<file path="config.mk">
export PLATFORM = sky130hd
export DESIGN_NAME = toy_writeback
export DESIGN_NICKNAME = d
export VERILOG_FILES = /design/src/rtl/toy_writeback.sv
export SDC_FILE = /design/constraint.sdc
export NUM_CORES = 1
export LEC_CHECK = 0
export BUFFER_PORTS_ARGS = -buffer_cell sky130_fd_sc_hd__buf_2
export CAP_MARGIN = 25
export CORE_MARGIN = 5
export CORE_UTILIZATION = 50
export DETAILED_ROUTE_END_ITERATION = 10
export GPL_TIMING_DRIVEN = 0
export PLACE_DENSITY = 0.87
export SLEW_MARGIN = 20
export SYNTH_ARGS = -nofsm -noshare
export SYNTH_HDL_FRONTEND = slang
export SYNTH_SLANG_ARGS = --single-unit
</file>
<file path="constraint.sdc">
create_clock -name clk -period 13.45 [get_ports clk]
set_input_delay 2.69 -clock clk [delete_from_list [all_inputs] [get_ports clk]]
set_output_delay 2.69 -clock clk [all_outputs]
set_load 0.03 [all_outputs]
</file>
<file path="src/rtl/toy_writeback.sv">
// rtl/toy_writeback.sv - round-robin result writeback and commit stage.
// Defining TOY_WB_CUST_EN adds the cust channel (5 channels); otherwise there are 4.
package toy_pack;
  localparam int INST_IDX_WIDTH = 6;
  localparam int REG_WIDTH      = 32;
endpackage

module toy_writeback
  import toy_pack::*;
(
  input  logic                      clk,
  input  logic                      rst,
  input  logic                      lsu_res_vld,
  output logic                      lsu_res_rdy,
  input  logic [INST_IDX_WIDTH-1:0] lsu_res_idx,
  input  logic [4:0]                lsu_res_rd,
  input  logic                      lsu_res_rd_en,
  input  logic [REG_WIDTH-1:0]      lsu_res_val,
  input  logic                      alu_res_vld,
  output logic                      alu_res_rdy,
  input  logic [INST_IDX_WIDTH-1:0] alu_res_idx,
  input  logic [4:0]                alu_res_rd,
  input  logic                      alu_res_rd_en,
  input  logic [REG_WIDTH-1:0]      alu_res_val,
  input  logic                      mext_res_vld,
  output logic                      mext_res_rdy,
  input  logic [INST_IDX_WIDTH-1:0] mext_res_idx,
  input  logic [4:0]                mext_res_rd,
  input  logic                      mext_res_rd_en,
  input  logic [REG_WIDTH-1:0]      mext_res_val,
  input  logic                      csr_res_vld,
  output logic                      csr_res_rdy,
  input  logic [INST_IDX_WIDTH-1:0] csr_res_idx,
  input  logic [4:0]                csr_res_rd,
  input  logic                      csr_res_rd_en,
  input  logic [REG_WIDTH-1:0]      csr_res_val,
`ifdef TOY_WB_CUST_EN
  input  logic                      cust_res_vld,
  output logic                      cust_res_rdy,
  input  logic [INST_IDX_WIDTH-1:0] cust_res_idx,
  input  logic [4:0]                cust_res_rd,
  input  logic                      cust_res_rd_en,
  input  logic [REG_WIDTH-1:0]      cust_res_val,
`endif
  output logic                      reg_wr_en,
  output logic [4:0]                reg_wr_addr,
  output logic [REG_WIDTH-1:0]      reg_wr_data,
  output logic                      commit_vld,
  input  logic                      commit_rdy,
  output logic [INST_IDX_WIDTH-1:0] commit_idx,
  output logic [31:0]               wb_cnt
);

`ifdef TOY_WB_CUST_EN
  localparam int N = 5;
`else
  localparam int N = 4;
`endif

  logic [N-1:0]              vld;
  logic [N-1:0]              rdy;
  logic [INST_IDX_WIDTH-1:0] ch_idx   [N];
  logic [4:0]                ch_rd    [N];
  logic                      ch_rd_en [N];
  logic [REG_WIDTH-1:0]      ch_val   [N];

  logic [2:0]                rr_ptr;
  logic                      out_vld;
  logic [INST_IDX_WIDTH-1:0] out_idx;
  logic [4:0]                out_rd;
  logic                      out_rd_en;
  logic [REG_WIDTH-1:0]      out_val;

  logic                      gnt_any;
  logic [2:0]                gnt_ch;
  logic [2:0]                nxt_ptr;
  logic                      drain;

  assign vld[0] = lsu_res_vld;
  assign ch_idx[0] = lsu_res_idx;
  assign ch_rd[0] = lsu_res_rd;
  assign ch_rd_en[0] = lsu_res_rd_en;
  assign ch_val[0] = lsu_res_val;
  assign vld[1] = alu_res_vld;
  assign ch_idx[1] = alu_res_idx;
  assign ch_rd[1] = alu_res_rd;
  assign ch_rd_en[1] = alu_res_rd_en;
  assign ch_val[1] = alu_res_val;
  assign vld[2] = mext_res_vld;
  assign ch_idx[2] = mext_res_idx;
  assign ch_rd[2] = mext_res_rd;
  assign ch_rd_en[2] = mext_res_rd_en;
  assign ch_val[2] = mext_res_val;
  assign vld[3] = csr_res_vld;
  assign ch_idx[3] = csr_res_idx;
  assign ch_rd[3] = csr_res_rd;
  assign ch_rd_en[3] = csr_res_rd_en;
  assign ch_val[3] = csr_res_val;
  assign lsu_res_rdy = rdy[0];
  assign alu_res_rdy = rdy[1];
  assign mext_res_rdy = rdy[2];
  assign csr_res_rdy = rdy[3];
`ifdef TOY_WB_CUST_EN
  assign vld[4] = cust_res_vld;
  assign ch_idx[4] = cust_res_idx;
  assign ch_rd[4] = cust_res_rd;
  assign ch_rd_en[4] = cust_res_rd_en;
  assign ch_val[4] = cust_res_val;
  assign cust_res_rdy = rdy[4];
`endif

  assign drain = out_vld & commit_rdy;

  // Scan channels starting at rr_ptr; a full stage only accepts while it drains.
  always_comb begin
    int ch;
    gnt_any = 1'b0;
    gnt_ch  = 3'd0;
    rdy     = '0;
    ch      = 0;
    if (!rst && (!out_vld || commit_rdy)) begin
      for (int i = 0; i < N; i++) begin
        ch = int'(rr_ptr) + i;
        if (ch >= N) ch = ch - N;
        if (!gnt_any && vld[ch]) begin
          gnt_any = 1'b1;
          gnt_ch  = ch[2:0];
        end
      end
    end
    if (gnt_any) rdy[gnt_ch] = 1'b1;
  end

  assign nxt_ptr = (gnt_ch == 3'(N - 1)) ? 3'd0 : gnt_ch + 3'd1;

  always_ff @(posedge clk or posedge rst) begin
    if (rst) begin
      rr_ptr    <= 3'd0;
      out_vld   <= 1'b0;
      out_idx   <= '0;
      out_rd    <= '0;
      out_rd_en <= 1'b0;
      out_val   <= '0;
      wb_cnt    <= 32'd0;
    end else begin
      if (gnt_any) begin
        rr_ptr    <= nxt_ptr;
        out_vld   <= 1'b1;
        out_idx   <= ch_idx[gnt_ch];
        out_rd    <= ch_rd[gnt_ch];
        out_rd_en <= ch_rd_en[gnt_ch];
        out_val   <= ch_val[gnt_ch];
      end else if (drain) begin
        out_vld <= 1'b0;
      end
      if (drain) wb_cnt <= wb_cnt + 32'd1;
    end
  end

  assign commit_vld  = out_vld;
  assign commit_idx  = out_idx;
  // x0 results commit but never touch the register file.
  assign reg_wr_en   = drain & out_rd_en & (out_rd != 5'd0);
  assign reg_wr_addr = reg_wr_en ? out_rd : 5'd0;
  assign reg_wr_data = reg_wr_en ? out_val : '0;

endmodule

</file>
Word-level counts from Yosys, hierarchy flattened. Index checks and enable logic that the tools add are counted.

Multiplexer cells: 53. Reduce and logical (&&, ||, !) cells: 13. Bitwise logic cells: 4. Equality and inequality tests: 1. Add/subtract/negate cells: 9. Order comparisons: 11.

Operators with widths (number): two-way mux 32 bit (11); < comparator 32 x 4 -> 1 bit, second input constant (4); binary-select mux 32 bit (select 2 bit) (1); adder 32 x 1 -> 32 bit, second input constant (1); two-way mux 1 bit (21); two-way mux 3 bit (6); greater-or-equal comparator 4 x 3 -> 1 bit, second input constant (4); two-way mux 5 bit (3); subtractor 4 x 3 -> 5 bit, second input constant (3); binary-select mux 6 bit (select 2 bit) (1); two-way mux 6 bit (2); binary-select mux 1 bit (select 2 bit) (5); binary-select mux 5 bit (select 2 bit) (1); adder 3 x 2 -> 4 bit, second input constant (2); logical AND 1 bit (5); zero test 1 bit (5); nonzero test 5 bit (1); adder 3 x 1 -> 4 bit, second input constant (1); two-way mux 4 bit (1); inverter 3 -> 4 bit (1); subtractor 3 x 3 -> 4 bit, second input constant (1); adder 3 x 1 -> 3 bit, second input constant (1); AND 1 bit (3); == test 3 x 2 -> 1 bit, second input constant (1); 6 further kinds (6).

Output and inout port bits: 81. Word-level logic and storage cells: 98. Register bits: 80. Input port bits: 183.

Longest topological paths before layout. Gate-level depths: netlist (run 1).

Depth in word-level cells: 26. Mapped depth: 14. Depth with buffers taken out: 10.

Worst setup path after synthesis (run 1). Ideal clock, no wire load.

Kind: input to output. From: in rst. To: out lsu_res_rdy. Slack: 4.895 ns. Path buffers: 3. Arrival time: 5.865 ns. Stages on the path: 10. Required time: 10.760 ns. Cells stage by stage: inv_1 -> and2_1 -> buf_2 -> o211ai_2 -> nand2_4 -> inv_4 -> buf_6 -> buf_4 -> ha_1 -> and2_1.

Word-level cells in the longest chain between the ends: 8. Elaborated cells between the ends (all ways): 10. Those cells by class: order compare: 2; mux: 5; reduce/logical: 3.

Ends and longest elaborated chain: from (decl) (line 12) `input logic rst,`; zero test 1 bit (no line) (*); logical AND 1 bit (*) (line 121) `if (!rst && (!out_vld || commit_rdy)) begin`; two-way mux 3 bit (line 121); greater-or-equal comparator 3 x 1 -> 1 bit (not written as such) / < comparator 3 bit (equally long branches) (line 131) `if (gnt_any) rdy[gnt_ch] = 1'b1;`; logical AND 1 bit (not written as such) (line 131); two-way mux 1 bit (not written as such) (line 131); demux 1 bit (select 2 bit) (line 131); two-way mux 4 bit (*) (line 131); to (decl) (line 14) `output logic lsu_res_rdy,`.

Mark *: on every way between the ends. The rest lies on a longest branch, timed or not.

Worst setup path after layout (run 1).
From: in lsu_res_vld. To: out csr_res_rdy.

Word-level cells in the longest chain between the ends: 22. Elaborated cells between the ends (all ways): 37. Those cells by class: order compare: 2; mux: 28; reduce/logical: 7.

Ends and longest elaborated chain: from (decl) (line 13) `input logic lsu_res_vld,`; binary-select mux 1 bit (select 2 bit) (line 125) `if (!gnt_any && vld[ch]) begin`; two-way mux 1 bit (not written as such) (2 in series) (line 125); two-way mux 1 bit (line 125); two-way mux 1 bit (line 121); zero test 1 bit (line 125); logical AND 1 bit (line 125); two-way mux 1 bit (line 125); two-way mux 1 bit (line 121); (+5 left out); logical AND 1 bit (line 125); two-way mux 3 bit (line 125); two-way mux 3 bit (line 121); greater-or-equal comparator 3 x 1 -> 1 bit (not written as such) / < comparator 3 bit (equally long branches) (line 131); logical AND 1 bit (not written as such) (line 131); two-way mux 1 bit (not written as such) (line 131); demux 1 bit (select 2 bit) (line 131); two-way mux 4 bit (*) (line 131); to (decl) (line 32) `output logic csr_res_rdy,`.

Mark *: on every way between the ends. The rest lies on a longest branch, timed or not. The select of a mux whose other input is x is not followed.

==> results of run 1 <==
==> where the power goes <==
| part | total (mW) | internal (mW) | switching (mW) | leakage (nW) |
|---|---|---|---|---|
| Combinational | 0.659 | 0.276 | 0.383 | 2.66 |
| Clock | 0.176 | 0.0890 | 0.0870 | 0.0952 |
| Sequential | 0.373 | 0.318 | 0.0553 | 1.01 |
==> cell type report <==
type	count	area share
well taps	136	0.0247
repair buffers	263	0.194
clock inverters	3	0.00635
plain buffers	41	0.0359
clock buffers	11	0.0205
inverters	10	0.00617
multi-input cells	383	0.422
flip-flops and latches	80	0.290
==> routing by layer <==
metal	vias to the layer above	GRT usage
met2	313	0.494
met1	2591	0.332
met5	-	0
li1	2465	-
met3	59	0.0641
met4	2	0.129
==> synthesized netlist by cell type (4+ instances only) <==
master    instances  area [um2]
mux2i_1          28         280
nor2_1           11        41.3
xor2_1           11        96.3
nand3_1          33         165
o22ai_1          13        81.3
o211ai_1          8        60.1
buf_2             5        25.0
ha_1              7        87.6
clkbuf_1         25        93.8
a21oi_1          27         135
buf_6             5        56.3
nand4_1           6        37.5
nand2_1          35         131
mux4_2            4        90.1
and3_1           12        75.1
nor2b_1           4        25.0
and2_1           41         257
xnor2_1          21         184
o221ai_1         23         201
and4_1            7        61.3
a221o_1          21         210
dfrtp_1          80        2000
mux2_4           19         285
o21ai_0          23         115
inv_1             9        33.8
==> worst paths after layout <==
| kind | startpoint | end | slack (ps) | cells after the start |
|---|---|---|---|---|
| max | lsu_res_vld | csr_res_rdy | 5520 | 11 |
| min | wb_cnt[31] | wb_cnt[31] | 480 | 1 |
| max reg2reg | rr_ptr[0] | rr_ptr[2] | 9930 | 14 |
| max in group asynchronous | rst | out_val[29] | 10510 | 3 |
| min reg2reg | wb_cnt[31] | wb_cnt[31] | 480 | 1 |
| min in group asynchronous | rst | wb_cnt[28] | 2350 | 2 |
==> layout by cell type, fill, tap and decap left out, drive strengths merged, types with 2 or more instances in the layout <==
cell / count
mux4: 4
dfrtp: 80
mux2i: 28
clkbuf: 36
and2: 41
and3: 12
ha: 7
o22ai: 14
nor2b: 6
o221ai: 23
inv: 10
nand4: 6
nand2: 36
a21oi: 27
a211oi: 3
buf: 279
and4: 7
clkinv: 2
o21ai: 23
mux2: 23
nor3: 3
a221o: 21
o41ai: 2
nor2: 11
xnor2: 21
o211ai: 10
nand3: 33
xor2: 11
o211a: 2
==> per-stage QoR <==
step           hold WS [ps]  area (um2)  power (mW)
5_1_grt                 482        6900        1.28
3_5_place_dp            466        6710        1.03
3_3_place_gp            457        6680        1.00
4_1_cts                 476        6900        1.21
2_1_floorplan           448        5190       0.836
6_report                478        6900        1.21
==> sequential cells by signal (all words and copies together), names as in the netlist <==
register and count:
rr_ptr 3, out_rd 5, out_val 32, out_rd_en 1, wb_cnt 32, commit_idx 6
commit_vld 1
==> cell families (layout without fill, tap and decap cells) <==
family / count (synthesis) / in the layout
buf+inv: 51 / 328
xor+xnor: 32 / 32
fa+ha+maj: 7 / 7
compound gates: 130 / 130
simple gates: 159 / 159
mux: 55 / 55
flops: 80 / 80
==> metrics.txt, run 1 <==
Clk Tree Root Cell clkbuf_8; met2 WL post-DR 9290 um; via count 5430; power per cell area 175 nW/um2; FFs w/ async S/R, synth 1.00; status complete, no violations; cell chain of the critical path buf_2 -> buf_2 -> or4_1 -> o22ai_2 -> or2_1 -> a32oi_2 -> inv_1 -> buf_2 -> ha_1 -> and2_1 -> buf_2; DRC viols 0; Synth Area in XOR/XNOR 0.0539; vias per inst 5.86; Buf+Inv Stages, Crit Path 5; Setup Buffers After CTS 0; Sink Count 80; CTS resizes 0; final hold violations 0; met1 WL 6900 um; fin worst setup slack 5520 ps; IO Count 264; row count 37; clock tree buffer depth 2; Core Region 10200 um2; FILL cells 859; worst setup path class input pin to primary output; post-detail-place hpwl 14700 um; Synth Area in Adders 0.0169; vias in the first global route 5702; fmax 0.126 GHz; GP Congestion 0.910; sequential cell area 2000 um2; Top Layer Used met5; Final Cycle Share 0.590; Synth cell types 49; Reg clk slew, reported paths 80 ps; relative slew slack 0.431; Clock Latency Late Sink 360 ps; mux share of post-synthesis cell area 0.135; hold-fix buffers at CTS 0; initial antenna violation count 1; layout cells sized above 1 0.415; Tmin final 7930 ps; wire per inst 19.9 um; Top delay family on crit path buffers and inverters; Worst path max stage delay 500 ps; Die Ht 112 um; Static Leak 3.77 nW; crit end category primary output; Layout area overhead 32.8%; FF+latch count, synth 80; syn_area_per_cell 10.1 um2; worst min path class register to register; multi-input logic area 2910 um2; first drt pass iteration count 5; Post-Synth Simple-Gate Area 0.169; fin nets 978; first-pass GRT wire length 28300 um; TritonCTS Buffers 9; die area 12500 um2; TNS Setup 0 ps; slowest CP cell or4_1; Port Buffers 262; peak supply drop 0.0980 mV; Worst-Margin Slew 845 ps; CTS tree built; Initial Utilization 0.508; clock skew 7.20 ps; Max Cap Violations 0; largest family of logic cells by synthesized area compound AO/OA/AOI/OAI gates; final non-filler cell total 927; Mapped Cells 514; gr ovfl total 0; Yosys Warn Count 0; Crit Path Max Fanout 11; post-route ant nets 0; # setup viols final 0; RSZ-0062 raised after global routing false; pre-CTS setup slack 5550 ps; Post-synth EDFFs 0; ys flop type dfrtp_1; final WL 18400 um; syn nets 704; Most common cell on crit path buf_2; register area share after synthesis 0.385; met3 routed WL 1620 um; largest net degree at the start of global routing 47; number of DRC markers in iteration 0 360; Synth Area in Compound Gates 0.185; critical path required time 10760 ps; Ant. Diodes 0; Worst Path Arrival 5240 ps; CP startpoint kind input pin; Slew Viols, Final 0; die width 112 um; CTS H-tree lvls 3; final core utilization 0.674; GR Util All Layers 0.283; DP Cell Count 913; Cell Area, Synth 5190 um2
Power figures use the tool's default switching activity.
==> run 2, diff against run 1 <==
- CORE_UTILIZATION: 50 -> 42
- PLACE_DENSITY: 0.87 -> 0.78
- clock period: 13.45 -> 6.8 ns (I/O delays scaled with it)
==> run 2 against run 1 <==
  * Sequential cell count unchanged
  * Count of clock-buffer cells in the layout is 1 higher
  * Sequential share of layout area fell by 0.62 points
  * Wire length decreased by 2.0%
  * Combinational power grew 97%
  * Clock power grew to 2.7 times the previous value
  * Die area grew 17%
  * Via count down 4.1%
  * Non-clock buffer count grew 1
  * Cell count is 3.7% higher
  * Clock skew fell by 1.3 ps
==> metrics.txt, run 2 (synthesis gave the netlist of run 1 again) <==
crit end category primary output; clock skew 5.92 ps; Port Buffers 262; GP Congestion 0.911; hold-fix buffers at CTS 0; switching share of power 0.415; vias per inst 5.42; status complete, no violations; TNS Setup 0 ps; worst min path class register to register; cell-internal power 1.47 mW; post-route ant nets 0; CTS resizes 0; worst setup path class input pin to primary output; hold endpoint wb_cnt[31]; power per cell area 357 nW/um2; Max Cap Violations 0; Clock Latency Late Sink 330 ps; Flop pwr share 0.294; FILL cells 1074; # setup viols final 0; die area 14700 um2; layout cells sized above 1 0.415; min-delay src wb_cnt[31]; largest net degree at the start of global routing 47; hold path depth 1; RSZ-0062 raised after global routing false; DP Cell Count 946; relative slew slack 0.513; CTS H-tree lvls 3; post-detail-place hpwl 14300 um; IO Count 264; row count 40; number of DRC markers in iteration 0 394; clock share of power 0.191; Hold Worst Slack 469 ps; Initial Utilization 0.431; Setup Buffers After CTS 0; peak supply drop 0.200 mV; final WL 18100 um; Core Region 12100 um2; CP startpoint kind input pin; wire per inst 18.8 um; Crit Path Max Fanout 11; Ant. Diodes 0; Sink Count 80; first drt pass iteration count 5; r2r startpoint rr_ptr[0]; final hold violations 0; Switch Pwr 1.04 mW; TritonCTS Buffers 9; initial antenna violation count 1; Slew Viols, Final 0; gr ovfl total 0; R2R Setup Slk 3350 ps; Clk Tree Root Cell clkbuf_16; commonest non-fill, non-tap cell in the layout buf_2; vias in the first global route 5223; Worst-Margin Slew 721 ps; fin nets 979; fmax 0.191 GHz; DRC viols 0; Final Cycle Share 0.770; die width 121 um; critical path required time 5440 ps; fin worst setup slack 1560 ps; Static Leak 3.81 nW; Combinational Power Share 0.515; Tmin final 5240 ps; Placed Area 6760 um2; most frequent cells in the layout 267 x buf_2, 80 x dfrtp_1, 41 x and2_1; Die Ht 121 um; final non-filler cell total 961; clock tree buffer depth 2; Worst Path Arrival 3880 ps; first-pass GRT wire length 27400 um; Finished Cell Area 7050 um2; pre-CTS setup slack 1510 ps; CTS tree built; GR Util All Layers 0.239; Layout area overhead 35.7%; via count 5209; Reg clk slew, reported paths 60 ps; reg2reg end rr_ptr[2]; Reg2Reg Depth 14
## run 2: area by class of cell
class	instances	area (um2)	area share
multi-input cells	383	2910	0.413
flip-flops and latches	80	2000	0.284
repair buffers	264	1350	0.191
plain buffers	41	248	0.0351
clock buffers	12	246	0.0350
well taps	168	210	0.0298
clock inverters	3	42.5	0.00603
inverters	10	42.5	0.00603
## run 2: per-stage QoR
step,util,power [mW]
final,0.585,2.51
after global routing,0.585,2.68
after CTS,0.585,2.53
after detailed placement,0.561,2.04
after global placement,0.557,2.02
after floorplan,-,1.65
## run 2: worst max-delay path by stage
stage                       end   startpoint  slack, ps  depth (start not counted)
floorplan           lsu_res_rdy          rst        910                         10
global placement    csr_res_rdy          rst       -320                         10
detailed placement  csr_res_rdy  lsu_res_vld       1510                         11
CTS                 csr_res_rdy  lsu_res_vld       1520                         11
global route        alu_res_rdy          rst       1360                         10
finish              csr_res_rdy  lsu_res_vld       1560                         11
## run 2: power by group through the flow
stage	clock network [mW]	registers, mW	logic (mW)
floorplan	0	0.779	0.876
finish	0.479	0.739	1.30
global route	0.510	0.758	1.41
global placement	0	0.741	1.28
CTS	0.491	0.738	1.30
detailed placement	0	0.742	1.30
## run 2: worst max-delay path, cell delays in order
cell	delay (ps)
buf_2	100
buf_2	160
or4_1	490
o22ai_2	260
or2_1	180
a32oi_2	220
inv_1	210
buf_2	260
ha_1	250
and2_1	170
buf_2	210
## run 2: routing by layer
metal,track usage,up-vias,part of all wire
met2,0.422,248,0.50
li1,-,2477,-
met3,0.0513,25,0.077
met5,0,-,0.00066
met1,0.293,2457,0.40
met4,0.0700,2,0.017
